**config.mk**
```make
export PLATFORM = sky130hd
export DESIGN_NAME = lvds_rx_aligner
export DESIGN_NICKNAME = d
export VERILOG_FILES = /design/src/rtl/lvds_pkg.sv /design/src/rtl/lvds_sync_detect.sv /design/src/rtl/lvds_rx_aligner.sv
export SDC_FILE = /design/constraint.sdc
export NUM_CORES = 1
export LEC_CHECK = 0
export ABC_CLOCK_PERIOD_IN_PS = 2400
export BUFFER_PORTS_ARGS = -buffer_cell sky130_fd_sc_hd__buf_4
export CORE_MARGIN = 5
export CORE_UTILIZATION = 25
export CTS_BUF_LIST = sky130_fd_sc_hd__clkbuf_4 sky130_fd_sc_hd__clkbuf_8
export DETAILED_ROUTE_END_ITERATION = 12
export HOLD_SLACK_MARGIN = 0.1
export PLACE_DENSITY = 0.5
export RECOVER_POWER = 50
export SETUP_SLACK_MARGIN = 0.3
export SLEW_MARGIN = 20
export SYNTH_ARGS = -nofsm -noshare
export SYNTH_HDL_FRONTEND = slang
export SYNTH_SLANG_ARGS = --single-unit
```
**constraint.sdc**
```tcl
create_clock -name clk -period 2.4 [get_ports clk]
set_input_delay 0.12 -clock clk [delete_from_list [all_inputs] [get_ports clk]]
set_output_delay 0.12 -clock clk [all_outputs]
set_load 0.01 [all_outputs]
```
**src/rtl/lvds_pkg.sv**
```systemverilog
// lvds_pkg: shared state type and constants for the LVDS receive aligner
package lvds_pkg;
  localparam int WORD_W = 8;
  localparam logic [WORD_W-1:0] SYNC_DEFAULT = 8'hBC;
  typedef enum logic [1:0] {HUNT, VERIFY, LOCKED} align_state_t;
endpackage

```
**src/rtl/lvds_sync_detect.sv**
```systemverilog
// lvds_sync_detect: lowest bit rotation of {prev, cur} that holds the sync byte
module lvds_sync_detect import lvds_pkg::*; #(
  parameter logic [WORD_W-1:0] SYNC_BYTE = SYNC_DEFAULT
) (
  input  logic [2*WORD_W-1:0] c,
  output logic                hit,
  output logic [2:0]          offset
);
  logic [7:0] match;
  for (genvar k = 0; k < 8; k++) begin : g_win
    assign match[k] = c[k +: WORD_W] == SYNC_BYTE;
  end
  always_comb begin
    hit = |match;
    offset = '0;
    for (int i = 7; i >= 0; i--) if (match[i]) offset = 3'(i);
  end
endmodule

```
**src/rtl/lvds_rx_aligner.sv**
```systemverilog
// lvds_rx_aligner: LVDS word aligner and frame synchroniser; define ALIGN_ERR_CNT_EN to add the err_cnt sync-error counter
module lvds_rx_aligner import lvds_pkg::*; #(
  parameter logic [WORD_W-1:0] SYNC_BYTE = SYNC_DEFAULT,
  parameter int FRAME_LEN = 16,
  parameter int VERIFY_N = 3,
  parameter int MISS_N = 4
) (
  input  logic              clk,
  input  logic              rst_n,
  input  logic [WORD_W-1:0] rx_data,
  output logic [WORD_W-1:0] data_out,
  output logic              data_valid,
  output logic              sof,
  output logic              locked,
  output logic [2:0]        bit_offset
`ifdef ALIGN_ERR_CNT_EN
  ,
  output logic [15:0]       err_cnt
`endif
);
  localparam int GW = $clog2(VERIFY_N + 1);
  localparam int MW = $clog2(MISS_N + 1);
  localparam logic [7:0] SYNC_POS = 8'(FRAME_LEN);
  align_state_t state;
  logic [WORD_W-1:0] prev, aligned_r;
  logic [2*WORD_W-1:0] c;
  logic [7:0] pos;
  logic [GW-1:0] good_cnt;
  logic [MW-1:0] miss_cnt;
  logic [2:0] hit_offset;
  logic arm, hit, sync_slot, sync_ok, payload;
  assign c = {prev, rx_data};
  assign locked = state == LOCKED;
  assign sync_slot = state != HUNT && !arm && pos == SYNC_POS;
  assign sync_ok = aligned_r == SYNC_BYTE;
  assign payload = locked && pos != SYNC_POS;
  lvds_sync_detect #(.SYNC_BYTE(SYNC_BYTE)) u_detect (.c(c), .hit(hit), .offset(hit_offset));
  // arm holds pos for the one cycle aligned_r still carries the sync word found in HUNT
  always_ff @(posedge clk) begin
    if (!rst_n) begin
      state <= HUNT;
      prev <= '0;
      aligned_r <= '0;
      data_out <= '0;
      data_valid <= 1'b0;
      sof <= 1'b0;
      bit_offset <= '0;
      pos <= '0;
      good_cnt <= '0;
      miss_cnt <= '0;
      arm <= 1'b0;
    end else begin
      prev <= rx_data;
      aligned_r <= c[bit_offset +: WORD_W];
      arm <= 1'b0;
      data_valid <= payload;
      sof <= locked && pos == 8'd0;
      data_out <= payload ? aligned_r : data_out;
      if (state != HUNT && !arm) pos <= pos == SYNC_POS ? 8'd0 : pos + 8'd1;
      if (state == HUNT && hit) begin
        state <= VERIFY;
        bit_offset <= hit_offset;
        pos <= 8'd0;
        good_cnt <= '0;
        arm <= 1'b1;
      end
      if (sync_slot && state == VERIFY) begin
        if (!sync_ok) state <= HUNT;
        else begin
          good_cnt <= good_cnt + GW'(1);
          if (good_cnt == GW'(VERIFY_N - 1)) begin
            state <= LOCKED;
            miss_cnt <= '0;
          end
        end
      end
      if (sync_slot && state == LOCKED) begin
        if (sync_ok) miss_cnt <= '0;
        else begin
          miss_cnt <= miss_cnt + MW'(1);
          if (miss_cnt == MW'(MISS_N - 1)) state <= HUNT;
        end
      end
    end
  end
`ifdef ALIGN_ERR_CNT_EN
  always_ff @(posedge clk) begin
    if (!rst_n) err_cnt <= '0;
    else if (sync_slot && !sync_ok && err_cnt != 16'hFFFF) err_cnt <= err_cnt + 16'd1;
  end
`endif
endmodule
```
# Yosys cells after proc, flatten, opt, wreduce, memory -nomap -nowiden
# Index checks and enable logic that the tools add are counted.
[totals]
input_bits = 10
register_bits = 45
out_inout_bits = 14
[classes]
bitwise = 1
shifts = 1
n_addsub = 3
n_mux = 25
n_eq_ne = 15
n_reduce_logical = 17
[op_table]
columns = ["cell", "n"]
rows = [
  ["$eq 8x8->1 const B", 9],
  ["$mux 3", 13],
  ["$mux 2", 10],
  ["$shiftx 16x4->8", 1],
  ["$add 8x1->8 const B", 1],
  ["$eq 8x5->1 const B", 1],
  ["$logic_not 8->1", 1],
  ["$mux 8", 1],
  ["$ne 8x5->1 const B", 1],
  ["$reduce_bool 2->1", 4],
  ["$reduce_or 8->1", 1],
  ["$logic_and 1x1->1", 7],
  ["$eq 2x2->1 const B", 2],
  ["$add 3x1->3 const B", 1],
  ["$eq 3x2->1 const B", 1],
  ["$reduce_and 3->1", 1],
  ["$add 2x1->2 const B", 1],
  ["$eq 2x1->1 const B", 1],
  ["$logic_not 2->1", 1],
  ["$reduce_or 2->1", 1],
  ["$logic_not 1->1", 1],
  ["$mux 1", 1],
  ["$not 1->1", 1],
]

# Logic depth before layout (Yosys ltp)
# Gate-level depths: netlist (run 1).
[depth]
depth_word = 10
mapped_depth = 7

# Modules after synthesis
# A second synthesis (run 1) with hierarchy kept.
[hier_totals]
hier_cells = 235
area_unflattened_um2 = 2254.7
[modules_own_cells]
columns = ["mod", "area_each_um2", "cells_per_inst", "instances"]
rows = [
  ["lvds_rx_aligner", 2034.5, 210, 1],
  ["lvds_sync_detect", 220.2, 25, 1],
]

# Worst setup path after synthesis (run 1)
# No wires, ideal clock.
[synth_path]
path_kind = "flip-flop to flip-flop"
from = "register pos[0]"
to = "register data_out[3]"
path_slack_ns = 0.824
path_buffers = 0
arrival_ns = 1.447
required_time_ns = 2.271
path_stages_with_launch = 8
cell_sequence = "dfxtp_1 > inv_1 > ha_1 > nor2b_1 > and3_2 > nor2_4 > mux2i_1 > nor2_1"
[synth_via]
elab_chain_cells = 2
[synth_lines]
columns = ["item", "line_no", "source"]
rows = [
  ["start: declaration", "lvds_rx_aligner.sv:27", "logic [7:0] pos;"],
  ["start signal: assignment", "lvds_rx_aligner.sv:59", "if (state != HUNT && !arm) pos <= pos == SYNC_POS ? 8'd0 : pos + 8'd1;"],
  ["$ne 8x5->1", "lvds_rx_aligner.sv:36", "assign payload = locked && pos != SYNC_POS;"],
  ["$logic_and 1x1->1", "lvds_rx_aligner.sv:36", ""],
  ["end signal: assignment", "lvds_rx_aligner.sv:58", "data_out <= payload ? aligned_r : data_out;"],
  ["end: declaration", "lvds_rx_aligner.sv:11", "output logic [WORD_W-1:0] data_out,"],
]
# Every way passes these cells.
# A chain may end at the register's enable or synchronous reset.

# Final worst setup path (run 1)
[layout_path]
from = "input rx_data[5]"
to = "register good_cnt[0]"
[layout_via]
elab_chain_cells = 6
elab_cells_between_ends = 11
classes_between = "6 x eq/ne; 3 x mux; 2 x reduce/logical"
[layout_lines]
columns = ["item", "line_no", "source"]
rows = [
  ["start: declaration", "lvds_rx_aligner.sv:10", "input logic [WORD_W-1:0] rx_data,"],
  ["$eq 8x8->1", "lvds_sync_detect.sv:11", "assign match[k] = c[k +: WORD_W] == SYNC_BYTE;"],
  ["$reduce_or 8->1 *", "lvds_sync_detect.sv:14", "hit = |match;"],
  ["$logic_and 1x1->1 *", "lvds_rx_aligner.sv:60", "if (state == HUNT && hit) begin"],
  ["$mux 2 *", "lvds_rx_aligner.sv:60", ""],
  ["$mux 2", "lvds_rx_aligner.sv:68", "if (!sync_ok) state <= HUNT;"],
  ["$mux 2 *", "lvds_rx_aligner.sv:67", "if (sync_slot && state == VERIFY) begin"],
  ["end signal: assignment", "lvds_rx_aligner.sv:70", "good_cnt <= good_cnt + GW'(1);"],
  ["end: declaration", "lvds_rx_aligner.sv:28", "logic [GW-1:0] good_cnt;"],
]
# Mark *: on every way between the ends. The rest lies on a longest branch, timed or not.

==> results of run 1 <==
[repair_timing]
action,in CTS,in global routing
endpoints found under the hold margin,7,0
setup buffers,0,0
resized for setup,0,0
hold buffers,7,0
endpoints found under the setup margin,0,0
[power groups by stage]
stage / combinational, mW / sequential [mW] / clock (mW)
after floorplan: 0.0567 / 0.770 / 0
after CTS: 0.0978 / 0.759 / 0.604
after global placement: 0.0893 / 0.776 / 0
final: 0.0913 / 0.759 / 0.580
after global routing: 0.102 / 0.761 / 0.631
after detailed placement: 0.0886 / 0.776 / 0
[worst reg2reg max path, cell delays in order, from the launching register on]
cell and delay (ns):
dfxtp_1 0.39, inv_1 0.08, ha_1 0.18, nor2b_1 0.16
and3_1 0.24, nor2_4 0.27, mux2i_1 0.23, nor2_1 0.05
[kinds of logic (layout without fill, tap and decap cells)]
family | count (synthesis) | after routing
and+or+nand+nor | 90 | 90
DFF | 44 | 44
buffers and inverters | 18 | 48
adders and majority gates | 5 | 5
muxes | 29 | 29
AOI/OAI and AO/OA | 25 | 25
xor gates and xnor gates | 6 | 6
[stage by stage]
step           power [mW]  hold WS, ns
3_3_place_gp        0.865        0.360
3_5_place_dp        0.864        0.358
5_1_grt              1.49        0.179
2_1_floorplan       0.827        0.242
4_1_cts              1.46        0.160
6_report             1.43        0.160
[area by class of cell]
class	count	area (um2)
flip-flops and latches	44	881
inverters	8	30.0
fillers	941	6120
repair buffers	32	186
well taps	108	135
clock buffers	5	68.8
multi-input cells	155	1290
clock inverters	3	46.3
[sequential cells by signal, summed over array words and instances, names as in the netlist]
| name | count |
|---|---|
| good_cnt | 2 |
| prev | 7 |
| state | 2 |
| aligned_r | 8 |
| arm | 1 |
| sof | 1 |
| miss_cnt | 3 |
| pos | 8 |
| data_valid | 1 |
| data_out | 8 |
| bit_offset | 3 |
[worst min path at each step]
| stage | start | to |
|---|---|---|
| after floorplan | rx_data[0] | prev[0] |
| after global placement | rx_data[1] | prev[1] |
| after detailed placement | rx_data[1] | prev[1] |
| after CTS | rst_n | good_cnt[1] |
| after global routing | rst_n | bit_offset[1] |
| final | rst_n | good_cnt[1] |
[layout by cell type (no fill, tap or decap), drive strengths merged, types with 2 or more instances in the layout]
cell type     n
dfxtp        44
nor2         27
clkbuf       24
mux2i        21
nand2         9
nor3          9
inv           9
mux4          8
and2          7
dlygate4sd3   7
buf           6
nand4         6
nand3         5
xnor2         5
ha            5
and4bb        5
a21oi         5
nor2b         4
and3          4
and4b         3
o31ai         3
a211oi        3
nor4          3
nand2b        2
nor4bb        2
o21ai         2
nand4b        2
o22ai         2
a31o          2
[layer usage]
| metal | global-route usage (%) | up-vias | wire (um) | part of all wire (%) |
|---|---|---|---|---|
| li1 | - | 852 | - | - |
| met2 | 13.9 | 29 | 2160 | 44 |
| met3 | 2.53 | 5 | 155 | 3.2 |
| met4 | 2.92 | 0 | 50 | 1.0 |
| met1 | 12.6 | 769 | 2500 | 51 |
| met5 | 0 | - | 0 | 0 |
==> qor.csv, run 1 <==
stage;metric;value;unit
logic_synthesis;ys_seq_area_share;39.1;%
sta;worst_slew_pin_slew;0.549;ns
cells_and_area;fin_util;30.1;%
logic_synthesis;synth_most_common_cell;dfxtp_1;
global_route;first_global_vias;1664;
floorplanning;dieArea;11000;um2
worst_setup_path;cp-startpoint;rx_data[5];
clocking;clk_latency;0.29;ns
clocking;cts-buffers-inserted;5;
logic_synthesis;synth_common_cells;dfxtp_1, nor2_1, mux2i_1;
pwr;p_seq_share;53.0;%
worst_setup_path;cp.required;2.57;ns
sta;rsz0062_at_grt;no;
detailed_routing;post_drt_wl_per_cell;13.7;um
logic_synthesis;synth_nets;232;
detailed_routing;route.vias.total;1655;
placed_design;dp_slack;0.706;ns
sta;hold_violations;0;
sta;period_share;77.3;%
global_route;gr-usage-all-layers;9.15;%
logic_synthesis;muxShareOfSynthArea;17.3;%
detailed_routing;avgViaCountPerCell;4.66;
clocking;htree_levels;2;
worst_setup_path;critPathArrivalTime;2.03;ns
global_route;grt_antenna_before_repair;0;
clocking;clk_transition_reported_paths;0.09;ns
floorplanning;rows;34;
sta;setup_ws;0.544;ns
worst_setup_path;path_cells;dlygate4sd3_1 > clkbuf_1 > and4b_1 > nand4b_1 > and3_4 > a21oi_4 > o31ai_1;
clocking;cts_tree;built;
worst_setup_path;r2r_slack;0.67;ns
pwr;p_leak;0.885;nW
worst_setup_path;worstPathMaxFanout;10;
clocking;root_buffer;clkbuf_8;
sta;fmax;539;MHz
worst_setup_path;endpoint;good_cnt[0];
floorplanning;dieHeight;105;um
hold_path;hold_depth;3;
logic_synthesis;synth_top_cells_by_area;dfxtp_1, mux2i_1, mux4_2;
detailed_routing;totalWireLength;4860;um
placed_design;globalplace.congestion;0.775;
worst_setup_path;crit_family;buffers and inverters;
global_route;grt_max_degree;18;
floorplanning;fp.dieW;105;um
logic_synthesis;synth_edf_count;0;
worst_setup_path;r2r_end;data_out[2];
logic_synthesis;avgSynthCellArea;10.4;um2
cells_and_area;final_cells;355;
cells_and_area;drive_gt1_share;16.6;%
floorplanning;start_util;25.7;%
worst_setup_path;crit-reg2reg-launch;pos[0];
worst_setup_path;crit_type;in -> reg;
worst_setup_path;cp-start-kind;primary input;
logic_synthesis;ys.flop_type;dfxtp_1;
worst_setup_path;critPathCaptureType;flop;
global_route;grt_pass1_wl;8380;um
worst_setup_path;crit_buf_inv;2;
clocking;clkSinkCount;44;
placed_design;port_buffers;23;
clocking;cts.path.max_buffers;2;
logic_synthesis;synth-seq-cells;44;
logic_synthesis;synth_top_family_by_area;simple AND/OR/NAND/NOR gates;
sta;clock-skew-final;0.00277;ns
cells_and_area;final_area;2640;um2
sta;min_period;1.86;ns
worst_setup_path;cpPeakStageDelay;0.52;ns
sta;fin_setup_tns;0;ns
pwr;p_switching;328;uW
detailed_routing;drt_iter0_markers;46;
worst_setup_path;cp_slowest_cell;dlygate4sd3_1;
pwr;p_per_area;542;nW/um2
worst_setup_path;path_depth;7;
logic_synthesis;synth_adder_area_share;2.78;%
logic_synthesis;async_flop_share;0;%
placed_design;hpwl;3630;um
detailed_routing;ant_nets;0;
logic_synthesis;synth_compound_area_share;9.94;%
cells_and_area;final_nets;261;
logic_synthesis;synth_top_area_share;39.1;%
cells_and_area;antenna_cells;0;
pwr;ir_drop;0.319;mV
placed_design;place_inst;340;
pwr;p_int;1.10;mW
detailed_routing;firstDrtPassIters;4;
pwr;p_clk_share;40.6;%
hold_path;hp-class;in -> reg;
logic_synthesis;synth_xor_xnor_area_share;2.33;%
cells_and_area;syn_to_final_growth;17.2;%
pwr;combinationalPowerShare;6.4;%
run_status;status;complete, no violations;
job;cap_violations;0;
logic_synthesis;synthCells;217;
logic_synthesis;synthSimpleGateAreaFrac;25.0;%
logic_synthesis;synth.distinct_cells;53;
logic_synthesis;syn_area;2250;um2
global_route;gr-total-overflow;0;
logic_synthesis;yosysTopAreaCell;dfxtp_1;
sta;finalSetupViolations;0;
floorplanning;boundaryPins;24;
sta;max_slew_margin;63.3;%
worst_setup_path;reg2regPathDepth;7;
sta;slew_viol_final;0;
placed_design;place_area;2530;um2
pwr;sw_frac_of_total;22.9;%
detailed_routing;drc;0;
logic_synthesis;yosysWarnings;0;
floorplanning;core_area;8760;um2
No activity file was read; power rests on OpenSTA's default activity.
==> run 2: changes to the inputs <==
--- a/config.mk
+++ b/config.mk
@@ -5,7 +5,7 @@
 export SDC_FILE = /design/constraint.sdc
 export NUM_CORES = 1
 export LEC_CHECK = 0
-export ABC_CLOCK_PERIOD_IN_PS = 2400
+export ABC_CLOCK_PERIOD_IN_PS = 1750
 export BUFFER_PORTS_ARGS = -buffer_cell sky130_fd_sc_hd__buf_4
 export CORE_MARGIN = 5
 export CORE_UTILIZATION = 25
==> constraint.sdc (replaced) <==
create_clock -name clk -period 1.75 [get_ports clk]
set_input_delay 0.0875 -clock clk [delete_from_list [all_inputs] [get_ports clk]]
set_output_delay 0.0875 -clock clk [all_outputs]
set_load 0.01 [all_outputs]
==> run 2 against run 1 <==
Critical path depth shrank 2. First-iteration DRC count is 24% lower. Clock-buffer cell count increased by 1. Global-route usage grew 1.1 points. Largest cell class unchanged. Clock power is 16% higher. Combinational power up 74%. Routed wire length increased by 12%. Final cell count grew 7.0%.
==> qor.csv, run 2 (synthesis gave the netlist of run 1 again) <==
stage;metric;value;unit;change
floorplanning;start_util;25.7;%;unchanged
pwr;p_switching;453;uW;+38%
sta;hold_violations;0;;unchanged
floorplanning;fp.dieW;105;um;unchanged
cells_and_area;reg_top3;aligned_r x8, data_out x8, pos x8;;
pwr;p_seq_share;55.5;%;+2.5 points
sta;period_share;89.9;%;
sta;finalSetupViolations;0;;unchanged
worst_setup_path;cp-start-kind;flop;;
worst_setup_path;cp.required;1.96;ns;-0.61 ns
clocking;clk_latency;0.30;ns;about the same
clocking;clk_transition_reported_paths;0.09;ns;about the same
hold_path;hp-class;in -> reg;;
detailed_routing;firstDrtPassIters;4;;unchanged
detailed_routing;avgViaCountPerCell;4.71;;+0.99%
sta;min_period;1.57;ns;
detailed_routing;route.vias.total;1789;;+8.1%
placed_design;port_buffers;23;;unchanged
worst_setup_path;path_cells;nor4_4 > nand4_4 > and4bb_4 > nand3b_1 > o31ai_1;;
floorplanning;core_area;8760;um2;unchanged
worst_setup_path;endpoint;good_cnt[1];;
floorplanning;dieHeight;105;um;unchanged
worst_setup_path;worstPathMaxFanout;5;;-5
placed_design;dp_slack;0.154;ns;-0.552 ns
sta;max_slew_margin;60.7;%;-2.7 points
detailed_routing;totalWireLength;5460;um;+12%
worst_setup_path;cp_slowest_cell;and4bb_4;;
cells_and_area;fill_cells;907;;-3.6%
floorplanning;boundaryPins;24;;unchanged
global_route;gr-total-overflow;0;;unchanged
run_status;status;complete, no violations;;
sta;fin_setup_tns;0;ns;unchanged
cells_and_area;final_nets;286;;+9.6%
worst_setup_path;crit_buf_inv;0;;-2
pwr;p_int;1.42;mW;+29%
floorplanning;rows;34;;unchanged
cells_and_area;final_cell_mix;buf_4, dfxtp_1, nor2_1;;
sta;rsz0062_at_grt;yes;;
worst_setup_path;reg2regPathDepth;5;;-2
worst_setup_path;r2r_slack;0.18;ns;-0.49 ns
global_route;grt_antenna_before_repair;0;;unchanged
sta;slew_viol_final;0;;unchanged
worst_setup_path;critPathArrivalTime;1.78;ns;-0.25 ns
placed_design;place_area;2620;um2;+3.8%
detailed_routing;drt_iter0_markers;35;;-24%
clocking;htree_levels;2;;unchanged
pwr;sw_frac_of_total;24.2;%;+1.3 points
floorplanning;dieArea;11000;um2;unchanged
cells_and_area;syn_to_final_growth;33.1;%;
detailed_routing;drc;0;;unchanged
placed_design;hpwl;3760;um;+3.4%
worst_setup_path;cp-startpoint;pos[3];;
sta;fmax;635;MHz;
pwr;combinationalPowerShare;8.5;%;+2.1 points
cells_and_area;drive_gt1_share;39.3;%;+23 points
pwr;p_leak;1.05;nW;+19%
worst_setup_path;cpPeakStageDelay;0.39;ns;-0.13 ns
cells_and_area;antenna_cells;0;;unchanged
worst_setup_path;crit_family;simple AND/OR/NAND/NOR gates;;
clocking;cts.path.max_buffers;2;;unchanged
cells_and_area;final_area;3000;um2;+14%
worst_setup_path;crit_type;reg -> reg;;
clocking;clkSinkCount;44;;unchanged
detailed_routing;post_drt_wl_per_cell;14.4;um;+4.9%
worst_setup_path;crit-reg2reg-launch;pos[3];;
placed_design;globalplace.congestion;0.743;;-4.1%
global_route;grt_max_degree;18;;unchanged
pwr;p_clk_share;36.0;%;-4.6 points
clocking;cts-buffers-inserted;5;;unchanged
hold_path;hold_depth;2;;-1
worst_setup_path;r2r_end;good_cnt[1];;
worst_setup_path;critPathCaptureType;flop;;
global_route;grt_pass1_wl;9150;um;+9.2%
clocking;root_buffer;clkbuf_8;;
worst_setup_path;path_depth;5;;-2
global_route;gr-usage-all-layers;10.2;%;+1.1 points
pwr;p_per_area;624;nW/um2;+15%
detailed_routing;ant_nets;0;;unchanged
pwr;ir_drop;0.243;mV;-24%
job;cap_violations;0;;unchanged
global_route;first_global_vias;1827;;+9.8%
sta;setup_ws;0.176;ns;-0.368 ns
sta;worst_slew_pin_slew;0.590;ns;+0.0401 ns
cells_and_area;fin_util;34.2;%;+4.1 points
cells_and_area;final_common_cell;buf_4;;
sta;clock-skew-final;0.00875;ns;+0.00598 ns
clocking;cts_tree;built;;
==> run 2: changes by cell type in the layout (fill, tap and decap cells not counted), sizes merged <==
cell      previous run  this run
buf                  6        36
bufinv               1         0
clkinvlp             1         0
inv                  9         8
clkinv               0         2
clkbuf              24        20
==> run 2: worst min-delay path by stage <==
stage,from,endpoint,slack [ns]
2_1_floorplan,rx_data[0],prev[0],0.21
3_3_place_gp,rx_data[1],prev[1],0.32
3_5_place_dp,rx_data[0],prev[0],0.32
4_1_cts,rst_n,good_cnt[1],0.11
5_1_grt,rst_n,bit_offset[1],0.14
6_report,rst_n,bit_offset[1],0.14
==> run 2: metal layers <==
layer  part of all wire (%)  routed length [um]  vias up  GRT usage, %
met5                      0                   0        -             0
met4                    2.0                 111        0          4.20
met3                    3.5                 191        9          2.77
met2                     47                2570       30          16.2
met1                     47                2590      849          13.1
li1                       -                   -      901             -
==> run 2: metrics by stage <==
step           power [mW]  instances  hold WS [ns]
2_1_floorplan        1.14        217         0.209
3_3_place_gp         1.19        349         0.316
3_5_place_dp         1.19        349         0.317
4_1_cts              1.90        376         0.113
5_1_grt              1.97        380         0.136
6_report             1.87        380         0.143
==> run 2: power by group through the flow <==
stage / registers [mW] / clock network, mW / logic, mW
floorplan: 1.06 / 0 / 0.0783
global placement: 1.06 / 0 / 0.131
detailed placement: 1.06 / 0 / 0.129
CTS: 1.04 / 0.706 / 0.152
global route: 1.04 / 0.748 / 0.174
finish: 1.04 / 0.673 / 0.159
==> run 2: area by class of cell <==
type | instances | area [um2] | area share (%)
Multi-Input combinational cell | 155 | 1420 | 47.3
Sequential cell | 44 | 907 | 30.2
Timing Repair Buffer | 57 | 417 | 13.9
Tap cell | 108 | 135 | 4.50
Clock buffer | 6 | 82.6 | 2.75
Inverter | 8 | 30.0 | 1.00
Clock inverter | 2 | 10.0 | 0.334
==> run 2: timing repair <==
action,in CTS,in global routing
resized for setup,29,13
hold buffers,7,0
endpoints found under the setup margin,26,36
gates cloned,0,0
buffers inserted,12,4
hold endpoints to repair,7,0
pin swaps,24,9
==> run 3: changes to the inputs <==
--- a/config.mk
+++ b/config.mk
@@ -5,6 +5,7 @@
 export SDC_FILE = /design/constraint.sdc
 export NUM_CORES = 1
 export LEC_CHECK = 0
+export ABC_AREA = 1
 export ABC_CLOCK_PERIOD_IN_PS = 1750
 export BUFFER_PORTS_ARGS = -buffer_cell sky130_fd_sc_hd__buf_4
 export CORE_MARGIN = 5
@@ -12,7 +13,7 @@
 export CTS_BUF_LIST = sky130_fd_sc_hd__clkbuf_4 sky130_fd_sc_hd__clkbuf_8
 export DETAILED_ROUTE_END_ITERATION = 12
 export HOLD_SLACK_MARGIN = 0.1
-export PLACE_DENSITY = 0.5
+export PLACE_DENSITY = 0.49
 export RECOVER_POWER = 50
 export SETUP_SLACK_MARGIN = 0.3
 export SLEW_MARGIN = 20
==> run 3 against run 2 <==
Sequential power about the same. Hold slack improved by 0.069 ns. Global-route usage increased by 0.35 points. Die area increased by 6.5%. Final cell count increased by 39%. First-iteration DRC count increased to 3.8 times the previous value. Maximum frequency increased by 7.9%. Design area increased by 2.3%. Clock skew increased by 0.0019 ns. Sequential share of layout area decreased by 1.1 points. Clock-buffer cell count unchanged.
==> qor.csv, run 3 <==
stage;metric;value;unit;change
run_status;status;complete, no violations;;
cells_and_area;seq_area;893;um2;-1.5%
clocking;htree_levels;2;;unchanged
detailed_routing;post_drt_wl_per_cell;11.1;um;-23%
detailed_routing;drc;0;;unchanged
logic_synthesis;synth_edf_count;0;;unchanged
logic_synthesis;synth-seq-cells;44;;unchanged
worst_setup_path;reg2regPathDepth;8;;+3
logic_synthesis;yosysTopAreaCell;dfxtp_1;;
pwr;ir_drop;0.256;mV;+5.4%
detailed_routing;avgViaCountPerCell;4.35;;-7.7%
worst_setup_path;crit-reg2reg-launch;pos[1];;
cells_and_area;final_nets;415;;+45%
worst_setup_path;cp-start-kind;flop;;
worst_setup_path;r2r_slack;0.29;ns;+0.12 ns
global_route;gr-total-overflow;0;;unchanged
cells_and_area;antenna_cells;0;;unchanged
cells_and_area;final_cell_mix;nand2_1, nor2_1, dfxtp_1;;
cells_and_area;drive_gt1_share;22.2;%;-17 points
worst_setup_path;critPathArrivalTime;1.65;ns;-0.13 ns
logic_synthesis;synth_top_cells_by_area;dfxtp_1, nand2_1, nor2_1;;
floorplanning;rows;35;;+2.9%
clocking;clk_latency;0.30;ns;about the same
cells_and_area;multi_input_area;1410;um2;-0.44%
hold_path;hold_end;prev[4];;
floorplanning;core_area;9330;um2;+6.4%
worst_setup_path;cp.required;1.94;ns;-0.02 ns
logic_synthesis;synth_top_area_share;36.5;%;-2.6 points
sta;period_share;83.3;%;-6.6 points
global_route;grt_max_degree;31;;+13
logic_synthesis;yosysWarnings;0;;unchanged
placed_design;port_buffers;23;;unchanged
placed_design;globalplace.congestion;0.835;;+12%
pwr;p_leak;1.27;nW;+20%
worst_setup_path;critPathCaptureType;flop;;
logic_synthesis;ys.flop_type;dfxtp_1;;
global_route;grt_antenna_before_repair;0;;unchanged
cells_and_area;fill_cells;1045;;+15%
clocking;clkSinkCount;44;;unchanged
hold_path;hp-class;in -> reg;;
global_route;first_global_vias;2180;;+19%
logic_synthesis;synth_common_cells;nand2_1, nor2_1, dfxtp_1;;
detailed_routing;drt_iter0_markers;133;;+280%
worst_setup_path;crit_type;reg -> reg;;
pwr;p_per_area;660;nW/um2;+5.8%
floorplanning;fp.dieW;108;um;+3.2%
sta;slew_viol_final;0;;unchanged
logic_synthesis;synth.distinct_cells;31;;-42%
hold_path;hold_start;rx_data[4];;
worst_setup_path;worstPathMaxFanout;4;;-1
sta;worst_slew_pin_slew;0.604;ns;+0.0149 ns
sta;max_slew_margin;59.7;%;-0.95 points
clocking;cts_tree;built;;
detailed_routing;ant_nets;0;;unchanged
clocking;clk_transition_reported_paths;0.09;ns;about the same
floorplanning;boundaryPins;24;;unchanged
logic_synthesis;syn_area;2420;um2;+7.2%
sta;rsz0062_at_grt;yes;;
logic_synthesis;synthCells;361;;+66%
hold_path;hold_depth;4;;+2
floorplanning;dieArea;11700;um2;+6.5%
sta;clock-skew-final;0.0106;ns;+0.00189 ns
worst_setup_path;r2r_end;data_out[5];;
global_route;gr-usage-all-layers;10.6;%;+0.35 points
sta;setup_ws;0.292;ns;+0.116 ns
detailed_routing;firstDrtPassIters;4;;unchanged
pwr;power;2.02;mW;+8.2%
detailed_routing;totalWireLength;5860;um;+7.3%
logic_synthesis;ys_seq_area_share;36.5;%;-2.6 points
sta;fin_setup_tns;0;ns;unchanged
detailed_routing;route.vias.total;2303;;+29%
clocking;cts.path.max_buffers;2;;unchanged
sta;finalSetupViolations;0;;unchanged
logic_synthesis;avgSynthCellArea;6.69;um2;-36%
placed_design;hpwl;4290;um;+14%
sta;fmax;686;MHz;+7.9%
sta;hold_violations;0;;unchanged
cells_and_area;syn_to_final_growth;27.0;%;
global_route;grt_pass1_wl;10100;um;+11%
placed_design;dp_slack;0.266;ns;+0.112 ns
job;cap_violations;0;;unchanged
cells_and_area;final_common_cell;nand2_1;;
floorplanning;dieHeight;108;um;+3.2%
cells_and_area;reg_top3;aligned_r x8, data_out x8, pos x8;;
logic_synthesis;synth_most_common_cell;nand2_1;;
clocking;cts-buffers-inserted;5;;unchanged
logic_synthesis;synth_nets;376;;+62%
clocking;root_buffer;clkbuf_8;;
logic_synthesis;async_flop_share;0;%;unchanged
sta;min_period;1.46;ns;-0.116 ns
sta;hold_ws;0.212;ns;+0.0685 ns
floorplanning;start_util;25.9;%;+0.19 points
==> run 3: worst max-delay path by stage <==
| stage | startpoint | end | slack [ns] | cells past startpoint |
|---|---|---|---|---|
| global placement | state[1] | data_out[1] | 0.28 | 7 |
| floorplan | state[1] | data_out[0] | 0.46 | 7 |
| finish | pos[1] | data_out[5] | 0.29 | 8 |
| CTS | state[0] | miss_cnt[1] | 0.30 | 7 |
| detailed placement | state[1] | data_out[1] | 0.27 | 7 |
| global route | pos[1] | data_out[6] | 0.15 | 8 |
==> run 3: layer usage <==
metal	global-route usage [%]	share of wire [%]	vias to the layer above
met2	16.6	43	50
li1	-	-	1219
met1	15.0	52	1029
met3	1.97	4.1	5
met4	2.43	0.46	0
met5	0	0	-
==> run 3: layout make-up <==
type / count / share of cell area [%]
Timing Repair Buffer: 42 / 10.2
Clock inverter: 2 / 1.26
Inverter: 44 / 5.38
Multi-Input combinational cell: 263 / 46.0
Clock buffer: 6 / 2.69
Tap cell: 129 / 5.26
Sequential cell: 44 / 29.1
==> run 3: timing repair <==
action,in CTS,in global routing
gates resized for setup,1,53
pin swaps,1,16
setup endpoints to repair,7,31
hold buffers,8,0
hold endpoints to repair,8,0
setup buffers,2,6
==> run 3: worst max-delay path, cell delays in order (launching register included) <==
cell and delay [ns]:
dfxtp_1 0.34, inv_1 0.07, ha_2 0.15, nand2_1 0.16, nor2_8 0.20, nor2_4 0.06, buf_4 0.14, o21ai_0 0.17
nor2_1 0.05
==> run 3: power by group <==
part	switching [mW]	internal [mW]	total [mW]	leakage [nW]
Combinational	0.0952	0.0649	0.160	0.843
Sequential	0.0165	1.02	1.04	0.362
Clock	0.360	0.467	0.827	0.0614
==> run 3: cells by family after synthesis <==
group                    synth area share (%)
AND/OR/NAND/NOR                          35.2
flip-flops                               36.5
buffers and inverters                    9.01
AO/OA/AOI/OAI                            14.9
XOR/XNOR                                 1.81
adder cells (fa/ha/maj)                  2.59
==> run 3: stage by stage <==
step / cell area [um2] / cells / utilization [%]
5_1_grt: 3070 / 530 / 32.9
4_1_cts: 2940 / 524 / 31.5
2_1_floorplan: 2420 / 361 / -
6_report: 3070 / 530 / 32.9
3_5_place_dp: 2720 / 506 / 29.2
3_3_place_gp: 2720 / 506 / 29.2
